$ cat src/rtl/lcd_bus_capture.sv
// Passive monitor for an HD44780-style LCD bus: synchronises the raw pins, decodes
// write strobes in 8-bit or 4-bit mode and queues {rs, byte} in a FWFT FIFO.
module lcd_bus_capture #(
   parameter int BUS_MODE     = 8,
   parameter int CAPTURE_EDGE = 0,
   parameter int FIFO_DEPTH   = 16,
   parameter int SYNC_STAGES  = 2,
   parameter int OVF_WIDTH    = 8
) (
   input  logic                          clk,
   input  logic                          rst,
   input  logic                          lcd_rs,
   input  logic                          lcd_rw,
   input  logic                          lcd_e,
   input  logic [7:0]                    lcd_data,
   input  logic                          nibble_resync,
   output logic                          out_valid,
   input  logic                          out_ready,
   output logic                          out_rs,
   output logic [7:0]                    out_data,
   output logic [$clog2(FIFO_DEPTH):0]   fifo_level,
   output logic                          nibble_pending,
   output logic                          nibble_error,
   output logic [OVF_WIDTH-1:0]          overflow_count
);

   localparam int PTR_W = $clog2(FIFO_DEPTH);
   localparam int LVL_W = PTR_W + 1;

   typedef enum logic {IDLE = 1'b0, HIGH_HELD = 1'b1} nib_state_t;

   // One chain carries all 11 pins so RS/RW/data stay aligned with E.
   logic [10:0] sync_q [SYNC_STAGES];
   logic        e_prev;
   logic        rs_sync;
   logic        rw_sync;
   logic        e_sync;
   logic [7:0]  data_sync;

   always_ff @(posedge clk or posedge rst) begin
      if (rst) begin
         for (int i = 0; i < SYNC_STAGES; i++) sync_q[i] <= '0;
         e_prev <= 1'b0;
      end else begin
         sync_q[0] <= {lcd_rs, lcd_rw, lcd_e, lcd_data};
         for (int i = 1; i < SYNC_STAGES; i++) sync_q[i] <= sync_q[i-1];
         e_prev <= e_sync;
      end
   end

   assign {rs_sync, rw_sync, e_sync, data_sync} = sync_q[SYNC_STAGES-1];

   logic e_edge;
   logic wr_strobe;

   assign e_edge    = (CAPTURE_EDGE != 0) ? (e_sync & ~e_prev) : (~e_sync & e_prev);
   assign wr_strobe = e_edge & ~rw_sync;

   // Nibble assembly; only advances in 4-bit mode, resync wins over a coincident strobe.
   nib_state_t state;
   logic [3:0] hi_nib;
   logic       rs_hold;

   always_ff @(posedge clk or posedge rst) begin
      if (rst) begin
         state          <= IDLE;
         nibble_pending <= 1'b0;
         nibble_error   <= 1'b0;
      end else if (BUS_MODE == 4) begin
         if (nibble_resync) begin
            state          <= IDLE;
            nibble_pending <= 1'b0;
         end else if (wr_strobe) begin
            if (state == IDLE) begin
               state          <= HIGH_HELD;
               nibble_pending <= 1'b1;
            end else begin
               state          <= IDLE;
               nibble_pending <= 1'b0;
               if (rs_sync != rs_hold) nibble_error <= 1'b1;
            end
         end
      end
   end

   always_ff @(posedge clk) begin
      if (wr_strobe && !nibble_resync && state == IDLE) begin
         hi_nib  <= data_sync[7:4];
         rs_hold <= rs_sync;
      end
   end

   logic       push_req;
   logic [8:0] push_word;

   assign push_req  = (BUS_MODE == 4) ? (wr_strobe & ~nibble_resync & (state == HIGH_HELD))
                                      : wr_strobe;
   assign push_word = (BUS_MODE == 4) ? {rs_hold, hi_nib, data_sync[7:4]}
                                      : {rs_sync, data_sync};

   // FIFO: a full queue still accepts a push when the head leaves in the same cycle.
   logic [8:0]       mem [FIFO_DEPTH];
   logic [PTR_W-1:0] wr_ptr;
   logic [PTR_W-1:0] rd_ptr;
   logic             pop;
   logic             push_ok;
   logic [8:0]       head;

   assign pop     = out_valid & out_ready;
   assign push_ok = push_req & ((fifo_level < LVL_W'(FIFO_DEPTH)) | pop);

   always_ff @(posedge clk) begin
      if (push_ok) mem[wr_ptr] <= push_word;
   end

   always_ff @(posedge clk or posedge rst) begin
      if (rst) begin
         wr_ptr         <= '0;
         rd_ptr         <= '0;
         fifo_level     <= '0;
         overflow_count <= '0;
      end else begin
         if (push_ok) wr_ptr <= wr_ptr + PTR_W'(1);
         if (pop)     rd_ptr <= rd_ptr + PTR_W'(1);
         case ({push_ok, pop})
            2'b10:   fifo_level <= fifo_level + LVL_W'(1);
            2'b01:   fifo_level <= fifo_level - LVL_W'(1);
            default: fifo_level <= fifo_level;
         endcase
         if (push_req && !push_ok && !(&overflow_count))
            overflow_count <= overflow_count + OVF_WIDTH'(1);
      end
   end

   assign head      = mem[rd_ptr];
   assign out_valid = (fifo_level != '0);
   assign out_rs    = out_valid & head[8];
   assign out_data  = out_valid ? head[7:0] : 8'h00;

endmodule

$ cat config.mk
export PLATFORM = sky130hd
export DESIGN_NAME = lcd_bus_capture
export DESIGN_NICKNAME = d
export VERILOG_FILES = /design/src/rtl/lcd_bus_capture.sv
export SDC_FILE = /design/constraint.sdc
export NUM_CORES = 1
export LEC_CHECK = 0
export ABC_CLOCK_PERIOD_IN_PS = 3100
export CAP_MARGIN = 20
export CORE_MARGIN = 2
export CORE_UTILIZATION = 45
export DETAILED_ROUTE_END_ITERATION = 8
export HOLD_SLACK_MARGIN = 0.12
export PLACE_DENSITY = 0.68
export SLEW_MARGIN = 20
export SYNTH_ARGS = -nofsm -noshare
export SYNTH_HDL_FRONTEND = slang
export SYNTH_SLANG_ARGS = --single-unit
export TNS_END_PERCENT = 1
$ cat constraint.sdc
create_clock -name clk -period 3.1 [get_ports clk]
set_clock_uncertainty 0.1 [all_clocks]
set_input_delay 0.93 -clock clk [delete_from_list [all_inputs] [get_ports clk]]
set_output_delay 0.93 -clock clk [all_outputs]
set_load 0.03 [all_outputs]
## Yosys cells after proc, flatten, opt, wreduce, memory -nomap -nowiden

Memories as Yosys holds them, arrays and structs flattened.
Index checks and enable logic that the tools add are counted.

| storage, ports and cells | value |
|---|---|
| register bits after elaboration | 44 |
| bits in writable memories | 144 |
| output and inout port bits | 25 |
| memories | 1 |

| cells by class | value |
|---|---|
| add/subtract/negate cells | 5 |
| order comparisons | 1 |
| equal/unequal tests | 2 |
| mux-type cells | 4 |
| bitwise logic cells | 8 |
| reduce and logical (&&, ||, !) cells | 7 |

Memory list:

| memory | words | width | rd ports | clocked after memory_dff | write ports | RTL line | source |
|---|---|---|---|---|---|---|---|
| mem | 16 | 9 | 1 | 0 | 1 | 102 | `logic [8:0] mem [FIFO_DEPTH];` |

Operator list:

| cell | number |
|---|---|
| case mux 5 bit (2 select lines) | 1 |
| adder 4 x 1 -> 4 bit (second input constant) | 2 |
| adder 8 x 1 -> 8 bit (second input constant) | 1 |
| 2-to-1 mux 8 bit | 1 |
| AND reduction 8 bit | 1 |
| adder 5 x 1 -> 5 bit (second input constant) | 1 |
| bitwise AND 1 bit | 5 |
| less-than comparator 5 bit (second input constant) | 1 |
| nonzero test 5 bit | 1 |
| subtractor 5 x 1 -> 5 bit (second input constant) | 1 |
| == test 2 x 1 -> 1 bit (second input constant) | 1 |
| == test 2 bit (second input constant) | 1 |
| logical AND 1 bit | 2 |
| logical NOT 1 bit | 2 |
| 2-to-1 mux 1 bit | 2 |
| NOT 1 bit | 2 |
| nonzero test 2 bit | 1 |
| bitwise OR 1 bit | 1 |

## Logic depth before layout (Yosys ltp)

Gate-level depths: netlist (run 1).

| logic depth | value |
|---|---|
| depth after elaboration | 7 |
| depth in mapped cells | 12 |
| gate-level depth less buffers | 11 |

## Least setup slack after synthesis (run 1)

No wires, ideal clock.

| timing | value |
|---|---|
| path type | reg2out |
| start point | register fifo_level[1] |
| end point | output port out_data[0] |
| arrival time | 1.815 ns |
| setup slack | 0.255 ns |
| cell stages (with the launch flop) | 6 |
| cell sequence | dfrtp_1 nor3_1 nand2_1 nand2b_1 buf_1 o22ai_1 |

| between the ends | value |
|---|---|
| cells in the longest elaborated chain, start to end | 2 |

RTL lines:

| what | RTL line | source |
|---|---|---|
| from (decl) | 21 | `output logic [$clog2(FIFO_DEPTH):0] fifo_level,` |
| from (signal assigned) | 126 | `2'b10: fifo_level <= fifo_level + LVL_W'(1);` |
| from (signal assigned) | 127 | `2'b01: fifo_level <= fifo_level - LVL_W'(1);` |
| from (signal assigned) | 128 | `default: fifo_level <= fifo_level;` |
| nonzero test 5 bit | 136 | `assign out_valid = (fifo_level != '0);` |
| net out_valid | 17 | `output logic out_valid,` |
| 2-to-1 mux 8 bit | 138 | `assign out_data = out_valid ? head[7:0] : 8'h00;` |
| to (decl) | 20 | `output logic [7:0] out_data,` |

The timed path passes the listed nets, and every way through them passes these cells.

## Worst setup path after layout (run 1)

| timing | value |
|---|---|
| start point | register rd_ptr[2] |
| end point | output port out_data[4] |

| between the ends | value |
|---|---|
| cells in the longest elaborated chain, start to end | 2 |

RTL lines:

| what | RTL line | source |
|---|---|---|
| from (decl) | 104 | `logic [PTR_W-1:0] rd_ptr;` |
| from (signal assigned) | 124 | `if (pop) rd_ptr <= rd_ptr + PTR_W'(1);` |
| memory (16 x 9 bit) | - |  |
| 2-to-1 mux 8 bit | 138 |  |

Every way passes these cells.

==> impl_results.md, run 1 <==
* Outcome: finished with violations
* Failing checks: setup timing
* H-tree levels at 4
* Period utilization at 102%
* Clock Path Buffers at 2
* EDFF count, synth at around 140
* Power Dens Cells at between 800 and 900 nW/um^2
* CTS Root Cell: clkbuf_16
* Commonest non-fill, non-tap cells in the layout: edfxtp_1, dfrtp_1, buf_4
* Post-route ant nets at 0
* Synth Cell Area at 7310 sq um
* RSZ-0062 raised after global routing: true
* Largest cells by area after synthesis: edfxtp_1, dfrtp_1, mux4_2, ha_1, xor2_1
* Max-Cap Viols at 0
* Worst skew pair latency at approximately 0.42 ns
* Setup WS post-layout at -0.0720 ns
* CTS tree: done
* Die area at between 15000 and 20000 sq um
* Worst hold path depth at 0
* Reg-to-reg setup timing slack at around 0.51 ns
* CTS buffer count at 17
* Final Non-Filler Cells at roughly 690
* Routed WL at about 14 mm
* Crit path max-delay cell type: mux4_2
* Fin Setup TNS at -0.406 ns
* First-pass GRT wire length at between 20 and 25 mm
* Worst slack, placed at about 0.053 ns
* Reg2Reg Depth at 12
* Vias at about 3700
* Synth Area in Simple Gates at under 10%
* Gr ovfl total at 0
* Slew margin rel. at a little under 60%
* Area leader, netlist: edfxtp_1
* Initial antenna violation count at 0
* Fraction of registers with async set/reset at a little under a quarter
* Cells after synthesis at around 390
* Synth Area in Compound Gates at under 10%
* Worst R2R Start: fifo_level[1]
* Tmin final at around 3.2 ns
* Slew @ Worst Pin at slightly above 0.6 ns
* Met1 usage at about a quarter
* Hold WC Path Type: register to register
* Core Region at approximately 16000 sq um
* Post-synthesis mux area share at about 13%
* Layout filler cell count at around 1200
* IO Pins at 40
* Die Ht at between 100 and 150 um
* Commonest non-fill, non-tap cell in the layout: edfxtp_1
* Nets@finish at 489
* M3 GR Usage at 3.86%
* Min Hold Slack at between 0.2 and 0.25 ns
* Area Growth Syn to Fin at 21.0%
* GR peak layer: met2
* Via density at between 5 and 6
* Die X at approximately 130 um
* Final hold violation count at 0
* Crit path capture type: primary output
* VDD IR max at 0.000431 V
* Worst-path maximum fanout at 12
* FP Rows at 46
* Synth Warn # at 2
* CTS Sinks at 188
* Final Max Slew Viols at 0
* Initial Util at 46.0%
* Design Power at about 0.0077 W
* Largest net degree at the start of global routing at 45
* Critical path arrival at around 2.1 ns
* Worst hold start: sync_q[13]
* Post-Synth Adder-Cell Area at ~1.5%
* Worst path max stage delay at between 0.5 and 0.6 ns
* Startpoint class of the critical path: register
* Setup Crit Path Kind: register to primary output
* Syn Area/Cell at roughly 19 sq um
* P_leak at between 3 and 4 nW
* CP startpoint: rd_ptr[2]
* Worst path cell trace: buf_12, mux4_2, o21ai_1, o22ai_1, buf_4
* DR WL/cell at 20.8 um
* Clock transition at the registers of the reported paths at ~0.060 ns
* Count of input and output buffers at 36
* Dpl cells at ~660
* # diodes at 0
* Top_reg_cell synth: edfxtp_1
* Met2 Usage GRT at ~29%
* Share of the synthesized area in the top cell type at about three fifths
* Largest family of logic cells by synthesized area: multiplexers
* Setup violators final at 9
* Max Freq at 315 MHz
* DRT Pass-1 Iters at 5
* Gpl congestion at ~0.74
* Distinct cell type count after synthesis at 40
* Layout cells sized above 1 at between 20% and 30%
* Post-route DRC at 0
* Number of global-route vias before repair at roughly 4000
* WP data required at just over 2 ns
* Post-DP HPWL at slightly below 9 mm
* Seq/Total Area, Yosys at between 70% and 80%
* Detailed Route Iter0 Violations at 367
* Xor/xnor share of the synthesized area at 2.39%
* Synth Register Bits at between 150 and 200
* GR Util All Layers at about 18%
## power by group
group | internal, W | leakage [nW] | switching [W]
sequential | 0.00288 | 1.82 | 0.000225
combinational | 0.00121 | 1.06 | 0.00133
clock | 0.00119 | 0.260 | 0.000861
total | 0.00528 | 3.15 | 0.00241
## cell usage after synthesis, types with 6 or more instances
cell type and number:
o22ai_1 8, dfrtp_1 44, inv_1 11, o21ai_0 6
nor2_1 17, xnor2_1 8, and2_1 9, nand3_1 8
buf_2 6, ha_1 9, xor2_1 12, mux2i_1 8
nand2_1 11, edfxtp_1 144, mux4_2 36
## registers in the layout, indices dropped and copies added, names as in the netlist
register        cells
rw_sync             1
fifo_level          5
sync_q             11
rd_ptr              4
overflow_count      8
wr_ptr              4
e_prev              1
push_word           1
mem               144
data_sync           8
e_sync              1
## layer usage
layer	routed length, um	share of wire, %	vias to the layer above
li1	-	-	1656
met4	198	1.4	0
met1	6410	44	1936
met2	7100	49	127
met3	765	5.3	14
met5	0	0	-
## per-stage QoR
| stage | utilization [%] | cell area [sq um] |
|---|---|---|
| CTS | 55.7 | 8840 |
| global placement | 51.7 | 8210 |
| global route | 55.7 | 8850 |
| detailed placement | 51.7 | 8210 |
| floorplan | - | 7320 |
| finish | 55.7 | 8850 |
## worst max-delay path, delay by kind of cell (launching register included)
kind | cells | cell delay, ns
muxes | 1 | 0.51
DFF | 1 | 0.48
AOI/OAI and AO/OA | 2 | 0.35
buffers and inverters | 2 | 0.38
## cell families (layout without fill, tap and decap cells)
logic type,after synthesis,count (layout)
flops,188,188
mux,47,47
fa+ha+maj,9,9
xor+xnor,20,20
simple gates,64,64
compound gates,28,28
buf+inv,30,120
other cells,1,2
## layout make-up
| type | count | area, sq um | share of cell area (%) |
|---|---|---|---|
| clock buffers | 22 | 444 | 5.02 |
| clock inverters | 10 | 116 | 1.32 |
| inverters | 13 | 48.8 | 0.552 |
| multi-input cells | 170 | 1780 | 20.1 |
| flip-flops and latches | 188 | 5430 | 61.3 |
| well taps | 216 | 270 | 3.05 |
| repair buffers | 75 | 763 | 8.63 |
## timing repair
action | 4_1_cts | 5_1_grt
gates cloned | 1 | 0
setup buffers | 2 | 0
hold buffers | 0 | 0
resized for setup | 5 | 3
hold endpoints to repair | 0 | 0
endpoints found under the setup margin | 10 | 9
## path summary, 6_finish.rpt
path / to
min reg2reg: data_sync[2]
max reg2reg: fifo_level[2]
min in group asynchronous: e_sync
max: out_data[4]
max in group asynchronous: rd_ptr[2]
min: data_sync[2]
Note: power is estimated with default switching activity, not from simulation.
==> run 2, diff against run 1 <==
Settings changed: SETUP_SLACK_MARGIN from default to 0.15.
==> run 2 against run 1 <==
Net effect:
- the run still ends with setup timing left
- fmax hardly changed
- global-route usage about the same
- power is essentially flat
- register-to-register slack hardly changed
- first-iteration DRC count shrank 5.7%
- die area unchanged
- critical path type unchanged
==> impl_results.md, run 2 (synthesis results as in run 1) <==
* Reg2Reg Depth at 12 (unchanged)
* Register area at 5430 sq um (unchanged)
* Post-route ant nets at 0 (unchanged)
* Largest register FFs at 144 (unchanged)
* Max Freq at 315 MHz (about the same)
* GR peak layer: met2
* Worst skew pair latency at 0.42 ns (about the same)
* Power Dens Cells at 870 nW/um^2 (about the same)
* Nets@finish at 489 (unchanged)
* CP startpoint: rd_ptr[2]
* WP data required at 2.07 ns (about the same)
* Setup Crit Path Kind: register to primary output
* Worst path max stage delay at 0.51 ns (about the same)
* Routed WL at 14.5 mm (+0.25%)
* Final Core Density at 55.7% (about the same)
* Worst-path maximum fanout at 12 (unchanged)
* Worst Setup EP: out_data[4]
* Setup violators final at 9 (unchanged)
* Fin Setup TNS at -0.445 ns (-0.0389 ns)
* Largest registers: mem: 144 flops, sync_q: 11 flops
* Commonest non-fill, non-tap cell in the layout: edfxtp_1
* Gpl congestion at 0.735 (unchanged)
* Worst path cell trace: buf_12, mux4_2, o21ai_1, o22ai_1, buf_4
* Final Max Slew Viols at 0 (unchanged)
* Final hold violation count at 0 (unchanged)
* P_leak at 3.15 nW (about the same)
* Area of the multi-input gates at 1780 sq um (unchanged)
* Clock Power Share at 26.6% (about the same)
* CTS Root Cell: clkbuf_16
* Initial antenna violation count at 0 (unchanged)
* Hold WC Path Type: register to register
* CTS Sinks at 188 (unchanged)
* Reg-to-reg setup timing slack at 0.52 ns (about the same)
* Die area at 17300 sq um (unchanged)
* Slew margin rel. at 58.5% (about the same)
* Outcome: finished with violations
* Max-Cap Viols at 0 (unchanged)
* Area Growth Syn to Fin at 20.9% (about the same)
* # diodes at 0 (unchanged)
* Min Hold Slack at 0.249 ns (+0.000164 ns)
* Final Non-Filler Cells at 694 (unchanged)
* Number of global-route vias before repair at 3918 (unchanged)
* Clock Path Buffers at 2 (unchanged)
* FP Rows at 46 (unchanged)
* Critical path arrival at 2.14 ns (about the same)
* Logic pwr share at 33.0% (about the same)
* First-pass GRT wire length at 22.9 mm (about the same)
* Die Ht at 131 um (unchanged)
* Via density at 5.42 (+0.78%)
* Worst R2R Start: fifo_level[1]
* Setup WS post-layout at -0.0735 ns (-0.00153 ns)
* IO Pins at 40 (unchanged)
* Crit path capture type: primary output
* Clock transition at the registers of the reported paths at 0.07 ns (about the same)
* DR WL/cell at 20.9 um (+0.25%)
* M3 GR Usage at 3.86% (unchanged)
* Tmin final at 3.17 ns (+0.00153 ns)
* DRT Pass-1 Iters at 7 (+2)
* Initial Util at 46.0% (unchanged)
* Crit path max-delay cell type: mux4_2
* Post-route DRC at 0 (unchanged)
* H-tree levels at 4 (unchanged)
* Vias at 3762 (+0.78%)
* Switching Fraction at 31.4% (+0.040 points)
* Layout filler cell count at 1243 (unchanged)
* Die X at 131 um (unchanged)
* Post-DP HPWL at 8.94 mm (unchanged)
* VDD IR max at 0.000430 V (-0.41%)
* P_int at 0.00527 W (about the same)
* Count of input and output buffers at 36 (unchanged)
* Commonest non-fill, non-tap cells in the layout: edfxtp_1, dfrtp_1, buf_4
* Slew @ Worst Pin at 0.623 ns (+0.000625 ns)
* CTS tree: done
* RSZ-0062 raised after global routing: true
* Startpoint class of the critical path: register
* Largest net degree at the start of global routing at 45 (unchanged)
* Reg with most FFs: mem
* Gr ovfl total at 0 (unchanged)
* Post-CTS Hold Buffers at 0 (unchanged)
* Capture point of the worst reg-to-reg path: fifo_level[2]
* Sequential Power Share at 40.3% (about the same)
* Detailed Route Iter0 Violations at 346 (-5.7%)
* Sw power at 0.00242 W (+0.16%)
* Period utilization at 102% (about the same)
* GR Util All Layers at 18.1% (about the same)
* CTS buffer count at 17 (unchanged)
* Met2 Usage GRT at 29.0% (+0.029 points)
* Dpl cells at 659 (unchanged)
* Core Region at 15900 sq um (unchanged)
* Met1 usage at 25.0% (unchanged)
* Failing checks: setup timing
* Layout cells sized above 1 at 26.6% (unchanged)
* Design Power at 0.00769 W (about the same)
run 2: cell count changes in the layout (fill, tap and decap cells not counted), sizes merged:
cell,before,now
dlygate4sd2,0,1
clkdlybuf4s50,27,26
run 2: worst min path at each step:
stage / startpoint / to / slack (ns) / cells after the start
floorplan: sync_q[11] / data_sync[0] / 0.23 / 0
global placement: sync_q[21] / push_word[8] / 0.23 / 0
detailed placement: sync_q[13] / data_sync[2] / 0.23 / 0
CTS: sync_q[13] / data_sync[2] / 0.25 / 0
global route: sync_q[21] / push_word[8] / 0.26 / 0
finish: sync_q[13] / data_sync[2] / 0.25 / 0
run 2: power by group through the flow:
stage / sequential (W) / clock [W] / combinational (W)
final: 0.00310 / 0.00205 / 0.00254
after detailed placement: 0.00315 / 0 / 0.00246
after floorplan: 0.00315 / 0 / 0.00160
after global routing: 0.00313 / 0.00220 / 0.00272
after global placement: 0.00313 / 0 / 0.00243
after CTS: 0.00310 / 0.00210 / 0.00257
run 2: metal layers:
layer	vias to the layer above	share of wire (%)
li1	1654	-
met1	1972	44
met2	122	49
met3	14	5.2
met4	0	1.3
met5	-	0
run 2: layout make-up:
type	count	area share (%)
clock buffers	22	5.02
clock inverters	10	1.32
inverters	13	0.552
multi-input cells	170	20.1
flip-flops and latches	188	61.3
well taps	216	3.06
repair buffers	75	8.61
run 2: through the flow:
| stage | setup WS, ns | area [sq um] |
|---|---|---|
| global route | -0.158 | 8850 |
| CTS | -0.0918 | 8840 |
| finish | -0.0735 | 8850 |
| global placement | 0.0793 | 8210 |
| floorplan | 0.255 | 7320 |
| detailed placement | 0.0532 | 8210 |
run 2: timing repair:
item | 4_1_cts | 5_1_grt
buffers inserted | 2 | 0
setup endpoints to repair | 10 | 9
resized for setup | 6 | 3
cloned | 1 | 0
run 2: worst max-delay path: cells and delay by family, from the launching register on:
family | cells | cell delay (ns)
multiplexers | 1 | 0.51
flip-flops | 1 | 0.48
buffers and inverters | 2 | 0.38
AO/OA/AOI/OAI | 2 | 0.35
==> run 3, diff against run 2 <==
Settings changed: CAP_MARGIN 20 to 5, CORE_ASPECT_RATIO from default to 1.2.
==> run 3 against run 2 <==
Net effect:
- the flow still finishes with violations (setup timing)
- first-iteration DRC count shrank 38%
- utilization shrank 0.19 points
- fmax grew 0.68%
- largest power group unchanged
- clock power is essentially flat
- clock-buffer cell count shrank 3
- sequential share of layout area shrank 0.53 points
- global-route usage shrank 1.6 points
- via count shrank 3.5%
==> impl_results.md, run 3 (synthesis results as in run 1) <==
* Die Ht at 144 um (+9.3%)
* Number of global-route vias before repair at 3727 (-4.9%)
* Count of input and output buffers at 36 (unchanged)
* Gr ovfl total at 0 (unchanged)
* Worst hold path depth at 0 (unchanged)
* Worst-path maximum fanout at 11 (-1)
* Final Max Slew Viols at 0 (unchanged)
* Hold WC Path Type: register to register
* CTS Sinks at 188 (unchanged)
* Setup violators final at 9 (unchanged)
* WP data required at 2.07 ns (about the same)
* CTS Root Cell: clkbuf_16
* Power Dens Cells at 873 nW/um^2 (+0.37%)
* Slew margin rel. at 64.8% (+6.3 points)
* Detailed Route Iter0 Violations at 215 (-38%)
* P_leak at 3.16 nW (+0.37%)
* Setup WS post-layout at -0.0520 ns (+0.0216 ns)
* Commonest non-fill, non-tap cells in the layout: edfxtp_1, dfrtp_1, mux4_2
* Initial Util at 45.5% (-0.56 points)
* Layout cells sized above 1 at 28.5% (+2.0 points)
* Worst path max stage delay at 0.51 ns (about the same)
* Die X at 120 um (-8.4%)
* Nets@finish at 484 (-1.0%)
* Period utilization at 102% (-0.70 points)
* Fin Setup TNS at -0.268 ns (+0.177 ns)
* Reg with most FFs: mem
* Clock Path Buffers at 2 (unchanged)
* Outcome: finished with violations
* Worst path cell trace: buf_12, mux4_2, mux2i_1, o22ai_2, buf_4
* Area Growth Syn to Fin at 22.0%
* GR Util All Layers at 16.5% (-1.6 points)
* VDD IR max at 0.000476 V (+11%)
* Startpoint class of the critical path: register
* RSZ-0062 raised after global routing: true
* # diodes at 0 (unchanged)
* Reg2Reg Depth at 11 (-1)
* Clock transition at the registers of the reported paths at 0.07 ns (about the same)
* Crit path max-delay cell type: mux4_2
* Post-DP HPWL at 8.20 mm (-8.3%)
* Setup Crit Path Kind: register to primary output
* Max Freq at 317 MHz (+0.68%)
* Gpl congestion at 0.766 (+4.2%)
* Crit path capture type: primary output
* Via density at 5.30 (-2.2%)
* FP Rows at 51 (+11%)
* Largest registers: mem: 144 flops, sync_q: 11 flops
* DRT Pass-1 Iters at 4 (-3)
* Largest register FFs at 144 (unchanged)
* CTS tree: done
* Final hold violation count at 0 (unchanged)
* Critical path arrival at 2.12 ns (-0.02 ns)
* Initial antenna violation count at 0 (unchanged)
* Commonest non-fill, non-tap cell in the layout: edfxtp_1
* Die area at 17300 sq um (about the same)
* H-tree levels at 4 (unchanged)
* Failing checks: setup timing
* Slew @ Worst Pin at 0.527 ns (-0.0957 ns)
* CTS buffer count at 17 (unchanged)
* Core Region at 16100 sq um (+1.2%)
* Post-route DRC at 0 (unchanged)
* DR WL/cell at 19.3 um (-7.6%)
* Vias at 3631 (-3.5%)
* Post-route ant nets at 0 (unchanged)
* Design Power at 0.00779 W (+1.3%)
* Largest net degree at the start of global routing at 38 (-16%)
* Max-Cap Viols at 0 (unchanged)
* Routed WL at 13.2 mm (-8.8%)
* Tmin final at 3.15 ns (-0.0216 ns)
* Worst skew pair latency at 0.42 ns (about the same)
* First-pass GRT wire length at 20.9 mm (-8.3%)
* Post-CTS Hold Buffers at 0 (unchanged)
* IO Pins at 40 (unchanged)
-- run 3: cell types whose count changed in the layout (fill, tap and decap cells not counted), sizes merged --
cell	delta
inv	+6
bufinv	-2
clkbuf	-3
clkinvlp	-2
buf	-5
clkinv	+1
-- run 3: area by class of cell --
cell class	count	area (sq um)
flip-flops and latches	188	5430
clock inverters	13	126
fillers	1241	7160
repair buffers	70	798
clock buffers	19	443
well taps	212	265
inverters	13	48.8
multi-input cells	170	1820
-- run 3: critical path, delay by kind of cell (launching register included) --
family,cells,cell delay (ns)
AOI/OAI and AO/OA,1,0.13
buffers and inverters,2,0.37
DFF,1,0.45
muxes,2,0.75
-- run 3: path summary, 6_finish.rpt --
path | start | to | slack [ns]
min in group asynchronous | rst | sync_q[14] | 0.74
max in group asynchronous | rst | fifo_level[2] | 1.59
worst min-delay path | sync_q[19] | e_sync | 0.25
worst min register to register | sync_q[19] | e_sync | 0.25
worst max register to register | fifo_level[0] | fifo_level[4] | 0.61
worst max-delay path | rd_ptr[2] | out_data[7] | -0.05
-- run 3: through the flow --
stage                     setup slack [ns]  area [sq um]  hold slack [ns]  std cells  util, %
final                              -0.0520          8920            0.248        685     55.5
after global routing                -0.128          8920            0.256        685     55.5
after CTS                          -0.0850          8890            0.251        684     55.3
after detailed placement            0.0624          8210            0.235        648     51.0
after global placement              0.0953          8210            0.231        648     51.0
after floorplan                      0.255          7320            0.231        388        -
-- run 3: timing repair --
item / CTS / global route
pin swaps: 1 / 1
gates cloned: 2 / 0
endpoints found under the setup margin: 10 / 10
buffers inserted: 2 / 1
resized for setup: 12 / 8
-- run 3: where the power goes --
part | total, W | internal [W] | leakage, nW | switching, W
Sequential | 0.00308 | 0.00288 | 1.82 | 0.000206
Clock | 0.00203 | 0.00108 | 0.279 | 0.000950
Combinational | 0.00267 | 0.00129 | 1.05 | 0.00138
Total | 0.00779 | 0.00525 | 3.16 | 0.00253
-- run 3: per-layer routing --
| metal | routed length [um] | track usage [%] |
|---|---|---|
| met5 | 0 | 0 |
| met4 | 180 | 5.51 |
| met3 | 461 | 3.53 |
| met2 | 7080 | 28.0 |
| met1 | 5510 | 21.3 |
